File: src/rtl/tm_key_events.sv
// Debounces the TM1638 8-bit key vector and queues press/release events in a show-ahead FIFO.
// Define REPEAT_EN to add auto-repeat events for the most recently pressed key.
module tm_key_events #(
  parameter int TICK_DIV     = 25000,
  parameter int DEB_TICKS    = 20,
  parameter int FIFO_DEPTH   = 8,
  parameter int REPEAT_DELAY = 500,
  parameter int REPEAT_RATE  = 100
) (
  input  logic       clk,
  input  logic       rst,
  input  logic [7:0] keys_raw,
  output logic [7:0] keys_stable,
  output logic       ev_valid,
  input  logic       ev_ready,
  output logic [4:0] ev_data,
  output logic       overflow,
  input  logic       clr_overflow
);

  localparam int PW = $clog2(TICK_DIV);
  localparam int CW = $clog2(DEB_TICKS + 1);
  localparam int AW = $clog2(FIFO_DEPTH);
  localparam int OW = AW + 1;

  logic [PW-1:0] presc_q, presc_d;
  logic          tick;
  logic [7:0]    keys_q, keys_d;
  logic [7:0]    stable_q, stable_d;
  logic [CW-1:0] cnt_q [8];
  logic [CW-1:0] cnt_d [8];
  logic [7:0]    press_set, rel_set;
  logic [7:0]    press_pend_q, press_pend_d, press_clr;
  logic [7:0]    rel_pend_q, rel_pend_d, rel_clr;
  logic [2:0]    press_idx, rel_idx;
  logic          sel_vld, rep_clr;
  logic [4:0]    sel_data;
  logic          push_vld_q, push_vld_d;
  logic [4:0]    push_data_q, push_data_d;
  logic [4:0]    mem_q [FIFO_DEPTH];
  logic [4:0]    mem_d [FIFO_DEPTH];
  logic [AW-1:0] wr_ptr_q, wr_ptr_d, rd_ptr_q, rd_ptr_d;
  logic [OW-1:0] count_q, count_d;
  logic          ovf_q, ovf_d;
  logic          full, empty, pop, push, drop;

`ifdef REPEAT_EN
  localparam int RMAX = (REPEAT_DELAY > REPEAT_RATE) ? REPEAT_DELAY : REPEAT_RATE;
  localparam int RW   = $clog2(RMAX + 1);
  logic          rep_act_q, rep_act_d;
  logic [2:0]    rep_idx_q, rep_idx_d, new_idx;
  logic [RW-1:0] rep_tmr_q, rep_tmr_d;
  logic          rep_pend_q, rep_pend_d;
`else
  logic          rep_pend_q;
  logic [2:0]    rep_idx_q;
  logic          unused_rep;
  assign rep_pend_q = 1'b0;
  assign rep_idx_q  = 3'd0;
  assign unused_rep = rep_clr & (REPEAT_DELAY > 0) & (REPEAT_RATE > 0);
`endif

  always_comb begin
    tick      = (presc_q == PW'(TICK_DIV - 1));
    presc_d   = tick ? '0 : presc_q + 1'b1;
    keys_d    = keys_raw;
    stable_d  = stable_q;
    press_set = '0;
    rel_set   = '0;
    for (int i = 0; i < 8; i++) begin
      cnt_d[i] = cnt_q[i];
      if (keys_q[i] == stable_q[i]) begin
        cnt_d[i] = '0;
      end else if (tick) begin
        if (cnt_q[i] == CW'(DEB_TICKS - 1)) begin
          cnt_d[i]     = '0;
          stable_d[i]  = keys_q[i];
          press_set[i] = keys_q[i];
          rel_set[i]   = ~keys_q[i];
        end else begin
          cnt_d[i] = cnt_q[i] + 1'b1;
        end
      end
    end

    // Fixed priority: presses, then releases, lowest index first, then repeat.
    press_idx = '0;
    rel_idx   = '0;
    for (int i = 7; i >= 0; i--) begin
      if (press_pend_q[i]) press_idx = 3'(i);
      if (rel_pend_q[i])   rel_idx   = 3'(i);
    end
    sel_vld   = 1'b0;
    sel_data  = '0;
    press_clr = '0;
    rel_clr   = '0;
    rep_clr   = 1'b0;
    if (|press_pend_q) begin
      sel_vld              = 1'b1;
      sel_data             = {2'b00, press_idx};
      press_clr[press_idx] = 1'b1;
    end else if (|rel_pend_q) begin
      sel_vld          = 1'b1;
      sel_data         = {2'b01, rel_idx};
      rel_clr[rel_idx] = 1'b1;
    end else if (rep_pend_q) begin
      sel_vld  = 1'b1;
      sel_data = {2'b10, rep_idx_q};
      rep_clr  = 1'b1;
    end
    press_pend_d = (press_pend_q & ~press_clr) | press_set;
    rel_pend_d   = (rel_pend_q & ~rel_clr) | rel_set;
    push_vld_d   = sel_vld;
    push_data_d  = sel_data;

`ifdef REPEAT_EN
    new_idx = '0;
    for (int i = 7; i >= 0; i--) begin
      if (press_set[i]) new_idx = 3'(i);
    end
    rep_act_d  = rep_act_q;
    rep_idx_d  = rep_idx_q;
    rep_tmr_d  = rep_tmr_q;
    rep_pend_d = rep_pend_q & ~rep_clr;
    if (|press_set) begin
      rep_act_d = 1'b1;
      rep_idx_d = new_idx;
      rep_tmr_d = RW'(REPEAT_DELAY);
    end else if (rep_act_q && rel_set[rep_idx_q]) begin
      rep_act_d  = 1'b0;
      rep_pend_d = 1'b0;
    end else if (rep_act_q && tick) begin
      if (rep_tmr_q == RW'(1)) begin
        rep_pend_d = 1'b1;
        rep_tmr_d  = RW'(REPEAT_RATE);
      end else begin
        rep_tmr_d = rep_tmr_q - 1'b1;
      end
    end
`endif

    // A push into a full FIFO still succeeds if the head leaves this cycle.
    full     = (count_q == OW'(FIFO_DEPTH));
    empty    = (count_q == '0);
    pop      = !empty && ev_ready;
    push     = push_vld_q && (!full || pop);
    drop     = push_vld_q && full && !pop;
    mem_d    = mem_q;
    wr_ptr_d = wr_ptr_q;
    rd_ptr_d = rd_ptr_q;
    if (push) begin
      mem_d[wr_ptr_q] = push_data_q;
      wr_ptr_d        = wr_ptr_q + 1'b1;
    end
    if (pop) rd_ptr_d = rd_ptr_q + 1'b1;
    case ({push, pop})
      2'b10:   count_d = count_q + 1'b1;
      2'b01:   count_d = count_q - 1'b1;
      default: count_d = count_q;
    endcase
    ovf_d = clr_overflow ? 1'b0 : (ovf_q | drop);
  end

  always_ff @(posedge clk) begin
    if (rst) begin
      presc_q      <= '0;
      keys_q       <= '0;
      stable_q     <= '0;
      cnt_q        <= '{default: '0};
      press_pend_q <= '0;
      rel_pend_q   <= '0;
      push_vld_q   <= 1'b0;
      push_data_q  <= '0;
      mem_q        <= '{default: '0};
      wr_ptr_q     <= '0;
      rd_ptr_q     <= '0;
      count_q      <= '0;
      ovf_q        <= 1'b0;
`ifdef REPEAT_EN
      rep_act_q    <= 1'b0;
      rep_idx_q    <= '0;
      rep_tmr_q    <= '0;
      rep_pend_q   <= 1'b0;
`endif
    end else begin
      presc_q      <= presc_d;
      keys_q       <= keys_d;
      stable_q     <= stable_d;
      cnt_q        <= cnt_d;
      press_pend_q <= press_pend_d;
      rel_pend_q   <= rel_pend_d;
      push_vld_q   <= push_vld_d;
      push_data_q  <= push_data_d;
      mem_q        <= mem_d;
      wr_ptr_q     <= wr_ptr_d;
      rd_ptr_q     <= rd_ptr_d;
      count_q      <= count_d;
      ovf_q        <= ovf_d;
`ifdef REPEAT_EN
      rep_act_q    <= rep_act_d;
      rep_idx_q    <= rep_idx_d;
      rep_tmr_q    <= rep_tmr_d;
      rep_pend_q   <= rep_pend_d;
`endif
    end
  end

  assign keys_stable = stable_q;
  assign ev_valid    = !empty;
  assign ev_data     = empty ? 5'd0 : mem_q[rd_ptr_q];
  assign overflow    = ovf_q;

endmodule

File: config.mk
export PLATFORM = sky130hd
export DESIGN_NAME = tm_key_events
export DESIGN_NICKNAME = d
export VERILOG_FILES = /design/src/rtl/tm_key_events.sv
export SDC_FILE = /design/constraint.sdc
export NUM_CORES = 1
export LEC_CHECK = 0
export BUFFER_PORTS_ARGS = -buffer_cell sky130_fd_sc_hd__buf_2
export CAP_MARGIN = 20
export CELL_PAD_IN_SITES_DETAIL_PLACEMENT = 0
export CELL_PAD_IN_SITES_GLOBAL_PLACEMENT = 1
export CORE_MARGIN = 2
export CORE_UTILIZATION = 40
export CTS_CLUSTER_DIAMETER = 80
export CTS_CLUSTER_SIZE = 12
export DETAILED_ROUTE_END_ITERATION = 6
export GPL_TIMING_DRIVEN = 0
export PLACE_DENSITY = 0.7
export SYNTH_ARGS = -nofsm -noshare
export SYNTH_HDL_FRONTEND = slang
export SYNTH_SLANG_ARGS = --single-unit
File: constraint.sdc
create_clock -name clk -period 4.73 [get_ports clk]
set_input_delay 0.946 -clock clk [delete_from_list [all_inputs] [get_ports clk]]
set_output_delay 0.946 -clock clk [all_outputs]
set_load 0.05 [all_outputs]
==> metrics <==
crit share post-route 71.1%; Clk pin slew, worst setup/hold paths 0.06 ns; min-delay src presc_q[0]$_SDFF_PP0_; vias in the first global route 5102; hold path endpoint presc_q[0]$_SDFF_PP0_; post-CTS setup buffer count 0; Vias ~5000; Cell Chain, Critical Path clkbuf_1 > mux4_2 > mux2i_1 > nor2_1 > buf_2; worst hold path class reg -> reg; hold depth 1; slowest CP cell clkbuf_1; Syn Inst Count 707; number of synthesized flops with an enable pin 0; top_reg_cell synth dfxtp_1; layout cells sized above 1 roughly a tenth; area grow syn2layout 15.1%; hold violation total from the final report 0; Syn. warnings 0; placed wire-length estimate 11100 µm; port bufs 24; Final Cell Area 7300 µm²; Critical Path RT 3.78 ns; GRT Overall Usage 19.5%; GRT Residual Overflow 0; Syn Nets between 700 and 800; Iteration-0 DRC Markers 381; Seq/Total Area, Yosys 42.6%; DP Area 6730 µm²; slew margin rel. 35.2%; Unique masters post-synth 55; capturing point of the worst reg2reg path count_q[3]$_SDFFE_PP0P_; type of origin of the critical path register; P_leak around 0.0026 µW; outcome finished, final reports clean; Post-CTS Resized 0; clk_lat worst skew around 0.43 ns; first-pass GRT wire length 25300 µm; CP arrival between 2 and 2.5 ns; CTS tree done; Hold Buf Count CTS 0; largest net degree at the start of global routing 17; Synth async-reset ratio 0%; final net count just under 800; drc violations 0; maximum VDD drop 264 µV; critical path class reg -> out; crit end category output port; CTS Buf Count 17; first-pass iteration count of the detailed router 4; most common cell after layout, fill and taps aside dfxtp_1; IO Count 27; CP peak stage delay 0.61 ns; Synth Cell Area 6340 µm²; Seq cells post-synth about 140; initial antenna violation count 0; CTS Root Cell clkbuf_16; Core Area 15700 µm²; RSZ-0062 raised after global routing no; setup slack, reg-to-reg about 1.6 ns; Inserted Diodes 0; setup tns final 0 ns; DR WL/cell 16.1 µm; Starting Density around two fifths; Max clock buf depth 2; max cap viols 0; Mapped Avg Cell Area 8.97 µm²; Max Clk Rate 297 MHz; worst-case reg-to-reg path depth 12; power density over the cells around 330 nW/µm²; final WL 15700 µm; FF-to-FF Start count_q[0]$_SDFFE_PP0P_; H-Tree Depth 4; row count 46; Vias/cell 5.26; final slew viol count 0; fin crit period 3.36 ns; Post-DRT Antenna Nets 0; most frequent cells in the layout dfxtp_1, nor2_1, nand2_1; Die Y 130 µm; fill cell total of the finished layout between 1500 and 2000; die width 130 µm; Least-Margin Pin Slew 0.964 ns; RD Place Congestion 0.831; die area ~17000 µm²; CTS Sinks about 140; Final Skew between 0.01 and 0.015 ns; crit path max fanout 9; count of final setup violators 0
-- cells by family (layout without fill, tap and decap cells) --
| family | Yosys count | in the layout | share of synthesized area (%) |
|---|---|---|---|
| mux | 61 | 61 | 11.2 |
| xor+xnor | 26 | 26 | 3.59 |
| fa+ha+maj | 15 | 15 | 3.08 |
| other cells | 1 | 1 | 0.0591 |
| buf+inv | 57 | 113 | 3.87 |
| compound gates | 111 | 111 | 11.0 |
| flops | 135 | 135 | 42.6 |
| simple gates | 301 | 301 | 24.6 |
-- worst max-delay path: cells and delay by family, from the launching register on --
| kind | cells | cell delay (ns) |
|---|---|---|
| buffers and inverters | 2 | 0.84 |
| flip-flops | 1 | 0.33 |
| multiplexers | 2 | 0.77 |
| AND/OR/NAND/NOR | 1 | 0.06 |
-- registers in the layout (all words and copies together), names as in the netlist, 3 cells and up --
register and count:
keys_q 8, rel_pend_q 8, press_pend_q 8, presc_q 15, push_data_q 4, mem_q 32
rd_ptr_q 3, cnt_q 40, count_q 4, keys_stable 8, wr_ptr_q 3
-- Yosys cell counts (2+ instances only) --
cell	instances	area [µm²]
dfxtp_1	135	2700
nor2_1	97	364
nand2_1	54	203
mux2i_1	53	531
a21oi_1	46	230
nand3_1	40	200
clkbuf_1	23	86.3
inv_1	20	75.1
nand3b_1	18	135
nor4_1	16	100
or3_1	15	93.8
ha_1	14	175
nor2b_1	14	87.6
o21ai_1	14	70.1
xor2_1	14	123
xnor2_1	12	105
a31oi_1	9	56.3
mux4_2	8	180
nor3_1	8	40.0
nor4bb_1	8	80.1
o21ai_0	8	40.0
o211ai_1	7	52.6
nand4b_1	6	52.6
o41ai_1	6	52.6
buf_1	5	18.8
nand2b_1	5	31.3
nand4_1	5	31.3
buf_2	4	20.0
a41o_1	3	30.0
and3_1	3	18.8
buf_6	3	33.8
o31ai_1	3	22.5
a211oi_1	2	15.0
a21boi_0	2	15.0
a21o_1	2	15.0
a311oi_1	2	17.5
nand4bb_1	2	22.5
o41ai_2	2	32.5
or2_2	2	12.5
or4_1	2	15.0
-- worst max path at each step --
| stage | start | end | slack [ns] | cells after the start |
|---|---|---|---|---|
| after floorplan | count_q[0]$_SDFFE_PP0P_ | count_q[3]$_SDFFE_PP0P_ | 1.74 | 12 |
| after global placement | ev_ready | count_q[3]$_SDFFE_PP0P_ | 1.48 | 9 |
| after detailed placement | ev_ready | count_q[3]$_SDFFE_PP0P_ | 1.47 | 9 |
| after CTS | rd_ptr_q[0]$_SDFFE_PP0N_ | ev_data[2] | 1.32 | 5 |
| after global routing | rd_ptr_q[0]$_SDFFE_PP0N_ | ev_data[0] | 1.22 | 5 |
| final | rd_ptr_q[0]$_SDFFE_PP0N_ | ev_data[2] | 1.37 | 5 |
-- cell type report --
class                      instances  area (µm²)  area share, %
multi-input combinational        515        3390           46.5
sequential                       135        2700           37.0
clock buffer                      25         526           7.20
tap                              216         270           3.70
buffer                            36         166           2.28
timing repair buffer              24         120           1.65
inverter                          21        78.8           1.08
clock inverter                     7        41.3          0.566
-- per-layer routing --
layer  global-route usage (%)  vias to the layer above  wire, µm
met5                        0                        -         0
met4                     8.10                        0       272
met3                     3.85                       17       557
met2                     34.5                       69      7920
met1                     23.0                     2443      6960
li1                         -                     2620         -
-- through the flow --
stage	power, µW	util, %	setup slack [ns]	hold slack (ns)	cells
after detailed placement	1220	42.8	1.47	0.459	947
final	2440	46.4	1.37	0.470	979
after floorplan	1200	-	1.74	0.430	707
after CTS	2470	46.4	1.32	0.473	979
after global routing	2520	46.4	1.22	0.490	979
after global placement	1220	42.8	1.48	0.447	947
-- power breakdown --
| part | switching (µW) | total, µW | internal, µW |
|---|---|---|---|
| Sequential | 5.94 | 1150 | 1140 |
| Clock | 483 | 1250 | 763 |
| Combinational | 31.7 | 44.2 | 12.5 |
Power figures use the tool's default switching activity.
